[config.mk]
export PLATFORM = sky130hd
export DESIGN_NAME = rtc_bus_scheduler
export DESIGN_NICKNAME = d
export VERILOG_FILES = /design/src/rtl/rtc_bus_scheduler.sv
export SDC_FILE = /design/constraint.sdc
export NUM_CORES = 1
export LEC_CHECK = 0
export ABC_AREA = 0
export BUFFER_PORTS_ARGS = -buffer_cell sky130_fd_sc_hd__buf_2
export CAP_MARGIN = 25
export CORE_AREA = 2 2 72 74
export DETAILED_ROUTE_END_ITERATION = 10
export DIE_AREA = 0 0 74 76
export PLACE_DENSITY = 0.83
export SLEW_MARGIN = 20
export SYNTH_ARGS = -nofsm -noshare
export SYNTH_HDL_FRONTEND = slang
export SYNTH_SLANG_ARGS = --single-unit
[constraint.sdc]
create_clock -name CLK -period 3.1 [get_ports CLK]
set_input_delay 0.155 -clock CLK [delete_from_list [all_inputs] [get_ports CLK]]
set_output_delay 0.155 -clock CLK [all_outputs]
set_load 0.05 [all_outputs]
[src/rtl/rtc_bus_scheduler.sv]
// rtc_bus_scheduler
//   Owns the multiplexed address/data bus to the external RTC. Three requesters
//   are arbitrated by fixed priority (bit 0 highest). One complete bus
//   transaction runs at a time: address phase, data phase, then a recovery gap
//   with chip select released. The A_D_Bus tristate itself lives in the top level.
//
// Ports
//   CLK, RST   clock, synchronous active-high reset
//   req        per-requester level request (0 = IRQ service, 1 = user write, 2 = refresh)
//   req_we     per-requester direction, 1 = write, 0 = read
//   req_addr   {addr2, addr1, addr0} RTC register addresses
//   req_wdata  {data2, data1, data0} write data
//   gnt        one-hot pulse, request captured
//   done       pulse, granted transaction complete
//   rdata      last read data, updated when a read completes
//   busy       high in every state except IDLE
//   CS/RD/WR   active-low RTC chip select, read strobe, write/address strobe
//   AD         0 = address phase, 1 = data phase
//   bus_out    value to drive on A_D_Bus
//   bus_oe     1 = top drives bus_out onto A_D_Bus
//   bus_in     A_D_Bus as read back from the pad
module rtc_bus_scheduler #(
  parameter int T_SETUP  = 1,
  parameter int T_STROBE = 2,
  parameter int T_HOLD   = 1,
  parameter int T_GAP    = 2,
  parameter int DATA_W   = 8
) (
  input  logic                  CLK,
  input  logic                  RST,
  input  logic [2:0]            req,
  input  logic [2:0]            req_we,
  input  logic [3*DATA_W-1:0]   req_addr,
  input  logic [3*DATA_W-1:0]   req_wdata,
  output logic [2:0]            gnt,
  output logic                  done,
  output logic [DATA_W-1:0]     rdata,
  output logic                  busy,
  output logic                  CS,
  output logic                  RD,
  output logic                  WR,
  output logic                  AD,
  output logic [DATA_W-1:0]     bus_out,
  output logic                  bus_oe,
  input  logic [DATA_W-1:0]     bus_in
);

  localparam int MAX_AB  = (T_SETUP > T_STROBE) ? T_SETUP : T_STROBE;
  localparam int MAX_CD  = (T_HOLD > T_GAP) ? T_HOLD : T_GAP;
  localparam int CNT_MAX = (MAX_AB > MAX_CD) ? MAX_AB : MAX_CD;
  localparam int CNT_W   = (CNT_MAX > 1) ? $clog2(CNT_MAX) : 1;

  typedef enum logic [2:0] {
    IDLE  = 3'd0,
    A_SET = 3'd1,
    A_STB = 3'd2,
    A_HLD = 3'd3,
    D_SET = 3'd4,
    D_STB = 3'd5,
    D_HLD = 3'd6,
    GAP   = 3'd7
  } state_t;

  // Counter preload: a state lasting n cycles counts n-1 down to 0.
  function automatic logic [CNT_W-1:0] cnt_load(input int n);
    return CNT_W'(n - 1);
  endfunction

  // Lowest set bit wins.
  function automatic logic [1:0] win_index(input logic [2:0] r);
    if (r[0])      return 2'd0;
    else if (r[1]) return 2'd1;
    else           return 2'd2;
  endfunction

  function automatic logic is_addr_phase(input state_t s);
    return (s == A_SET) || (s == A_STB) || (s == A_HLD);
  endfunction

  function automatic logic is_data_phase(input state_t s);
    return (s == D_SET) || (s == D_STB) || (s == D_HLD);
  endfunction

  state_t              state, state_nxt;
  logic [CNT_W-1:0]    cnt, cnt_nxt;
  logic                we_q, we_nxt;
  logic [DATA_W-1:0]   addr_q, addr_nxt;
  logic [DATA_W-1:0]   wdata_q, wdata_nxt;
  logic                capture;
  logic [1:0]          idx;

  logic [2:0]          gnt_nxt;
  logic                done_nxt;
  logic                busy_nxt;
  logic                cs_nxt, rd_nxt, wr_nxt, ad_nxt, oe_nxt;
  logic [DATA_W-1:0]   bus_out_nxt;
  logic                rd_sample;

  state_t              after;
  int                  after_len;

  // Next-state, counter and registered-output decode. Outputs are computed
  // from the state being entered so that every port comes straight off a flop.
  always_comb begin
    state_nxt = state;
    cnt_nxt   = cnt;
    capture   = 1'b0;
    gnt_nxt   = 3'b000;
    done_nxt  = 1'b0;
    after     = IDLE;
    after_len = 1;
    idx       = win_index(req);

    case (state)
      A_SET:   begin after = A_STB; after_len = T_STROBE; end
      A_STB:   begin after = A_HLD; after_len = T_HOLD;   end
      A_HLD:   begin after = D_SET; after_len = T_SETUP;  end
      D_SET:   begin after = D_STB; after_len = T_STROBE; end
      D_STB:   begin after = D_HLD; after_len = T_HOLD;   end
      D_HLD:   begin after = GAP;   after_len = T_GAP;    end
      default: begin after = IDLE;  after_len = 1;        end
    endcase

    if (state == IDLE) begin
      if (req != 3'b000) begin
        state_nxt = A_SET;
        cnt_nxt   = cnt_load(T_SETUP);
        capture   = 1'b1;
        gnt_nxt   = req & (~req + 3'b001);
      end
    end else if (cnt == '0) begin
      state_nxt = after;
      cnt_nxt   = cnt_load(after_len);
      done_nxt  = (state == D_HLD);
    end else begin
      cnt_nxt = cnt - 1'b1;
    end

    we_nxt    = capture ? req_we[idx] : we_q;
    addr_nxt  = capture ? req_addr[idx*DATA_W +: DATA_W] : addr_q;
    wdata_nxt = capture ? req_wdata[idx*DATA_W +: DATA_W] : wdata_q;

    busy_nxt    = (state_nxt != IDLE);
    cs_nxt      = ~(is_addr_phase(state_nxt) || is_data_phase(state_nxt));
    ad_nxt      = ~is_addr_phase(state_nxt);
    wr_nxt      = ~((state_nxt == A_STB) || ((state_nxt == D_STB) && we_nxt));
    rd_nxt      = ~((state_nxt == D_STB) && !we_nxt);
    oe_nxt      = is_addr_phase(state_nxt) || (is_data_phase(state_nxt) && we_nxt);
    bus_out_nxt = '0;
    if (is_addr_phase(state_nxt))
      bus_out_nxt = addr_nxt;
    else if (is_data_phase(state_nxt) && we_nxt)
      bus_out_nxt = wdata_nxt;

    // Pad is sampled on the edge that ends the final read-strobe cycle.
    rd_sample = (state == D_STB) && (cnt == '0) && !we_q;
  end

  always_ff @(posedge CLK) begin
    if (RST) begin
      state   <= IDLE;
      cnt     <= '0;
      gnt     <= 3'b000;
      done    <= 1'b0;
      busy    <= 1'b0;
      CS      <= 1'b1;
      RD      <= 1'b1;
      WR      <= 1'b1;
      AD      <= 1'b1;
      bus_oe  <= 1'b0;
      bus_out <= '0;
      rdata   <= '0;
    end else begin
      state   <= state_nxt;
      cnt     <= cnt_nxt;
      gnt     <= gnt_nxt;
      done    <= done_nxt;
      busy    <= busy_nxt;
      CS      <= cs_nxt;
      RD      <= rd_nxt;
      WR      <= wr_nxt;
      AD      <= ad_nxt;
      bus_oe  <= oe_nxt;
      bus_out <= bus_out_nxt;
      if (rd_sample)
        rdata <= bus_in;
    end
  end

  // Transaction payload; only meaningful while busy, so no reset needed.
  always_ff @(posedge CLK) begin
    we_q    <= we_nxt;
    addr_q  <= addr_nxt;
    wdata_q <= wdata_nxt;
  end

endmodule
==> impl_metrics.ini, run 1 <==
[clocking]
cts_max_level = 2
clk_root_buffer_cell = clkbuf_8
post_cts_setup_repair_buffer_count = 0
postCtsResizedCells = 0
tritoncts.num_buffers = 5
cts_hold_repair.buffers = 0
clock_insertion_delay_worst_skew_ns = 0.30
clk_pin_slew_ns = 0.08
max-clock-path-buffers = 2
clock-sinks = 47
cts_tree = built

[sta]
setup_repair_after_global_routing_missed_its_margin = no
achievable_frequency_mhz = 575
tns_ns = 0
setup_viol = 0
layout_worst_path_cycle_share_pct = 56.1
skew_ns = 0.00317
final_hold_violations = 0
slew-limit-headroom_pct = 61.6
drv_slew = 0
worst-slew-pin-transition_ns = 0.576
finalCriticalPeriod_ns = 1.74
whs_ns = 0.0946

[synth]
synth-seq-cells = 47
syn-num-nets = 298
synth-warning-count = 0
ys_types = 37
mean_instance_size_in_the_synthesized_netlist_um2 = 8.99
synth_cells = 234
share_of_synthesized_area_occupied_by_flip_flops_and_latches_pct = 44.7
mappedNetlistArea_um2 = 2100

[routing]
avgRoutedWirePerCell_um = 11.3
drt_first_iter_violations = 82
postRouteAntennaNets = 0
detailroute.via_count = 1813
via_per_inst = 4.71
drt-pass1-iter-count = 4
routed_wl_um = 4350
post-route-drc-count = 0

[worst_setup_path]
critical_path.slowest_cell = dfxtp_1
end_kind = flop
crit_buf_inv = 0
path_max_fanout = 13
cp-start-kind = flop
critical_path_arrival_ns = 1.92
worstSetupPathType = reg2reg
timing.critical_path.slowest_cell_delay_ns = 0.59
required_ns = 3.28
worst_path_dominant_cell_family = simple AND/OR/NAND/NOR gates
critical_path.cell_chain = nand2b_1, nor3_4, mux2i_1, nor2_1

[layout]
design.final.nets = 378
antenna_cells = 0
final_area_um2 = 2640
area_delta_synth_final_pct = 25.3
layout_common_cells = buf_2, dfxtp_1, mux2i_1
layout-drive-gt1-share_pct = 33.3
mostFrequentLayoutCell = buf_2

[grt]
antenna_found_initial = 0
first_global_vias = 1658
grt_start_max_net_pins = 40
grt_first_pass_wirelength_um = 7160
track_usage_pct = 16.3
grt_remaining_overflow = 0

[floorplanning]
io_pins = 90
design.die.area_um2 = 5620
die_w_um = 74
initial_core_util_pct = 42.8
design.core.area_um2 = 4910
vertical_die_dimension_um = 76
core.rowCount = 26

[flow_run]
cap_violations = 0

[outcome]
status = finished, final reports clean

[min_path]
hold_class = in2reg

[placed_design]
placed_cell_area_um2 = 2550
buffer_ports.inserted = 89
detailedPlacementHpwl_um = 3240
routabilityCongestion = 0.721

[pwr]
pwr_density_cell_nw_per_um2 = 867
max-vdd-ir-drop_v = 0.000373
p_leak_uw = 0.00125
## registers in the layout, summed over array words and instances (netlist names), 3 cells and up
signal   count
addr_q       8
rdata        8
bus_out      8
state        3
wdata_q      8
gnt          3
## layout make-up
type                       count  area [µm²]
fill                         482        2280
inverter                       8        30.0
tap                           70        87.6
clock inverter                 3        15.0
clock buffer                   5        68.8
sequential                    47         941
multi-input combinational    162        1040
timing repair buffer          90         453
## worst paths after layout
path	start	endpoint	slack (ns)	cells after the start
setup / recovery	state[2]	rdata[2]	1.36	4
hold / removal	bus_in[3]	rdata[3]	0.09	3
setup reg to reg	state[2]	rdata[2]	1.36	4
hold reg to reg	wdata_q[0]	wdata_q[0]	0.45	2
## per-stage QoR
step | util (%) | total power, µW | setup slack [ns] | instances
CTS | 53.6 | 2310 | 1.38 | 385
floorplan | - | 1790 | 1.68 | 234
detailed placement | 51.9 | 1960 | 1.38 | 377
finish | 53.6 | 2290 | 1.36 | 385
global placement | 51.9 | 1930 | 1.43 | 377
global route | 53.6 | 2460 | 1.21 | 385
## Yosys cell counts (all sizes together)
cell | number | area share (%)
clkbuf | 5 | 0.89
buf | 12 | 3.5
o21ai | 26 | 6.2
o31ai | 1 | 0.36
nor2b | 3 | 0.89
xnor2 | 3 | 1.2
a22oi | 1 | 1.0
nor4b | 1 | 0.42
nand2b | 4 | 1.2
nand3 | 1 | 0.24
and3b | 1 | 0.42
a21boi | 2 | 0.71
a21o | 2 | 0.71
o22ai | 9 | 2.7
nor3 | 7 | 2.4
nor3b | 1 | 0.36
nand2 | 24 | 4.3
mux2i | 34 | 17
nor2 | 23 | 4.1
dfxtp | 47 | 45
inv | 8 | 1.4
or2 | 2 | 0.60
a21oi | 12 | 2.9
or4 | 1 | 0.36
o21bai | 1 | 0.36
or3 | 2 | 0.83
and2 | 1 | 0.42
## power by group
group          internal (µW)  switching (µW)  leakage (µW)
Combinational            343             654      0.000812
Sequential               816             128      0.000389
Clock                    154             191     0.0000477
Total                   1310             972       0.00125
## logic make-up (layout without fill, tap and decap cells)
group / count (synthesis) / after routing / synth area share [%]
AND/OR/NAND/NOR: 71 / 71 / 16.5
AO/OA/AOI/OAI: 54 / 54 / 14.9
flip-flops: 47 / 47 / 44.7
multiplexers: 34 / 34 / 16.8
buffers and inverters: 25 / 106 / 5.83
XOR/XNOR: 3 / 3 / 1.25
## worst reg2reg max path: stages (launching register included)
cell and delay [ns]:
dfxtp_1 0.59, nand2b_1 0.21, nor3_4 0.51, mux2i_1 0.26
nor2_1 0.05
## layer usage
metal | up-vias | wire length [µm] | GRT usage [%]
li1 | 957 | - | -
met4 | 0 | 58 | 7.09
met5 | - | 0 | 0
met3 | 5 | 277 | 3.57
met1 | 783 | 2040 | 20.0
met2 | 68 | 1970 | 26.9
Power figures use the tool's default switching activity.
==> inputs of run 2 (changes only) <==
==> constraint.sdc (replaced) <==
create_clock -name CLK -period 1.66 [get_ports CLK]
set_input_delay 0.083 -clock CLK [delete_from_list [all_inputs] [get_ports CLK]]
set_output_delay 0.083 -clock CLK [all_outputs]
set_load 0.05 [all_outputs]
==> run 2 against run 1 <==
Sequential share of layout area fell by 1.5 points. Register-to-register slack got worse by 1.2 ns. Worst setup slack got worse by 1.2 ns. Critical path depth did not move. First-iteration DRC count fell by 1.2%. Hold slack got worse by 0.082 ns. Clock-buffer cell count did not move. Clock power rose by 99%. Die area did not move. Combinational power rose by 110%. Largest cell class unchanged.
==> impl_metrics.ini, run 2 (synthesis results as in run 1) <==
[outcome]
status = finished, final reports clean

[clocking]
clk_pin_slew_ns = 0.09
clk_root_buffer_cell = clkbuf_8
cts_tree = built
cts_max_level = 2
clock_insertion_delay_worst_skew_ns = 0.30
cts_hold_repair.buffers = 0
max-clock-path-buffers = 2
tritoncts.num_buffers = 5
clock-sinks = 47

[worst_setup_path]
timing.critical_path.slowest_cell_delay_ns = 0.47
critical_path_arrival_ns = 1.78
critical_path.reg2reg.startpoint = state[0]
critical_path.slowest_cell = dfxtp_1
required_ns = 1.90
cp-start-kind = flop
worstSetupStartpoint = state[0]
worstSetupPathType = reg2reg
critical_path.cell_chain = and3b_2, mux2i_2, o21ai_0, o22ai_1
path_max_fanout = 8
end_kind = flop

[grt]
grt_first_pass_wirelength_um = 7700
first_global_vias = 1739
antenna_found_initial = 0
grt_start_max_net_pins = 38
grt_remaining_overflow = 0
track_usage_pct = 17.4

[routing]
routed_wl_um = 4770
postRouteAntennaNets = 0
avgRoutedWirePerCell_um = 12.0
drt-pass1-iter-count = 4
via_per_inst = 4.76
drt_first_iter_violations = 81
detailroute.via_count = 1888
post-route-drc-count = 0

[layout]
design.final.nets = 390
antenna_cells = 0
mostFrequentLayoutCell = buf_2
area_delta_synth_final_pct = 30.8
layout_common_cells = buf_2, dfxtp_1, mux2i_1
layout-drive-gt1-share_pct = 36.4
finalNonFillerCells = 397

[sta]
setup_viol = 0
tns_ns = 0
final_hold_violations = 0
achievable_frequency_mhz = 648
skew_ns = 0.0104
timing.final.ws_setup_ns = 0.116
finalCriticalPeriod_ns = 1.54
worst-slew-pin-transition_ns = 0.353
slew-limit-headroom_pct = 76.0
setup_repair_after_global_routing_missed_its_margin = no
layout_worst_path_cycle_share_pct = 93.0
drv_slew = 0

[pwr]
max-vdd-ir-drop_v = 0.000710
pwr_density_cell_nw_per_um2 = 1630
p_leak_uw = 0.00130

[placed_design]
routabilityCongestion = 0.836
buffer_ports.inserted = 89
place_worst_setup_slack_ns = 0.0773
detailedPlacementHpwl_um = 3450
dp.cells = 385

[floorplanning]
design.core.area_um2 = 4910
initial_core_util_pct = 42.8
design.die.area_um2 = 5620
io_pins = 90
core.rowCount = 26
die_w_um = 74
vertical_die_dimension_um = 76

[min_path]
hold_class = in2reg
hold_path.startpoint = bus_in[0]

[flow_run]
cap_violations = 0
[run 2: cell count changes in the layout (fill, tap and decap cells not counted), sizes merged]
cell      change
and2          +1
clkinv        -2
clkinvlp      +2
mux2i         +1
buf          +10
[run 2: worst paths after layout]
path                 to  depth (start not counted)  slack (ns)
min reg2reg  wdata_q[0]                          2        0.46
max          bus_out[4]                          4        0.12
min            rdata[0]                          3        0.01
max reg2reg  bus_out[4]                          4        0.12
[run 2: cell type report]
class	instances	area [µm²]
clock buffer	5	68.8
clock inverter	3	20.0
fill	447	2160
inverter	8	30.0
multi-input combinational	164	1060
sequential	47	942
tap	70	87.6
timing repair buffer	100	541
[run 2: per-layer routing]
layer / global-route usage [%] / up-vias / routed length [µm]
met1: 22.2 / 811 / 2170
met2: 28.3 / 77 / 2180
met3: 3.70 / 9 / 326
li1: - / 991 / -
met4: 7.09 / 0 / 95
met5: 0 / - / 0
[run 2: what timing repair did]
action | CTS | global route
setup endpoints to repair | 0 | 17
setup buffers | 0 | 2
resized for setup | 0 | 2
[run 2: metrics by stage]
step / power [µW] / util, % / hold slack, ns / area [µm²]
2_1_floorplan: 3340 / - / 0.201 / 2100
3_3_place_gp: 3680 / 53.4 / 0.318 / 2620
3_5_place_dp: 3730 / 53.4 / 0.329 / 2620
4_1_cts: 4420 / 55.2 / 0.00541 / 2710
5_1_grt: 4760 / 56.0 / 0.0346 / 2750
6_report: 4480 / 56.0 / 0.0129 / 2750
[run 2: power breakdown]
| part | total [µW] | internal, µW | leakage (µW) | switching, µW |
|---|---|---|---|---|
| Sequential | 1740 | 1530 | 0.000390 | 214 |
| Clock | 685 | 293 | 0.0000402 | 392 |
| Combinational | 2060 | 749 | 0.000873 | 1310 |
| Total | 4480 | 2570 | 0.00130 | 1910 |
[run 2: critical path, delay by kind of cell (launching register included)]
kind / cells / cell delay (ns)
AO/OA/AOI/OAI: 2 / 0.30
flip-flops: 1 / 0.47
multiplexers: 1 / 0.39
AND/OR/NAND/NOR: 1 / 0.33
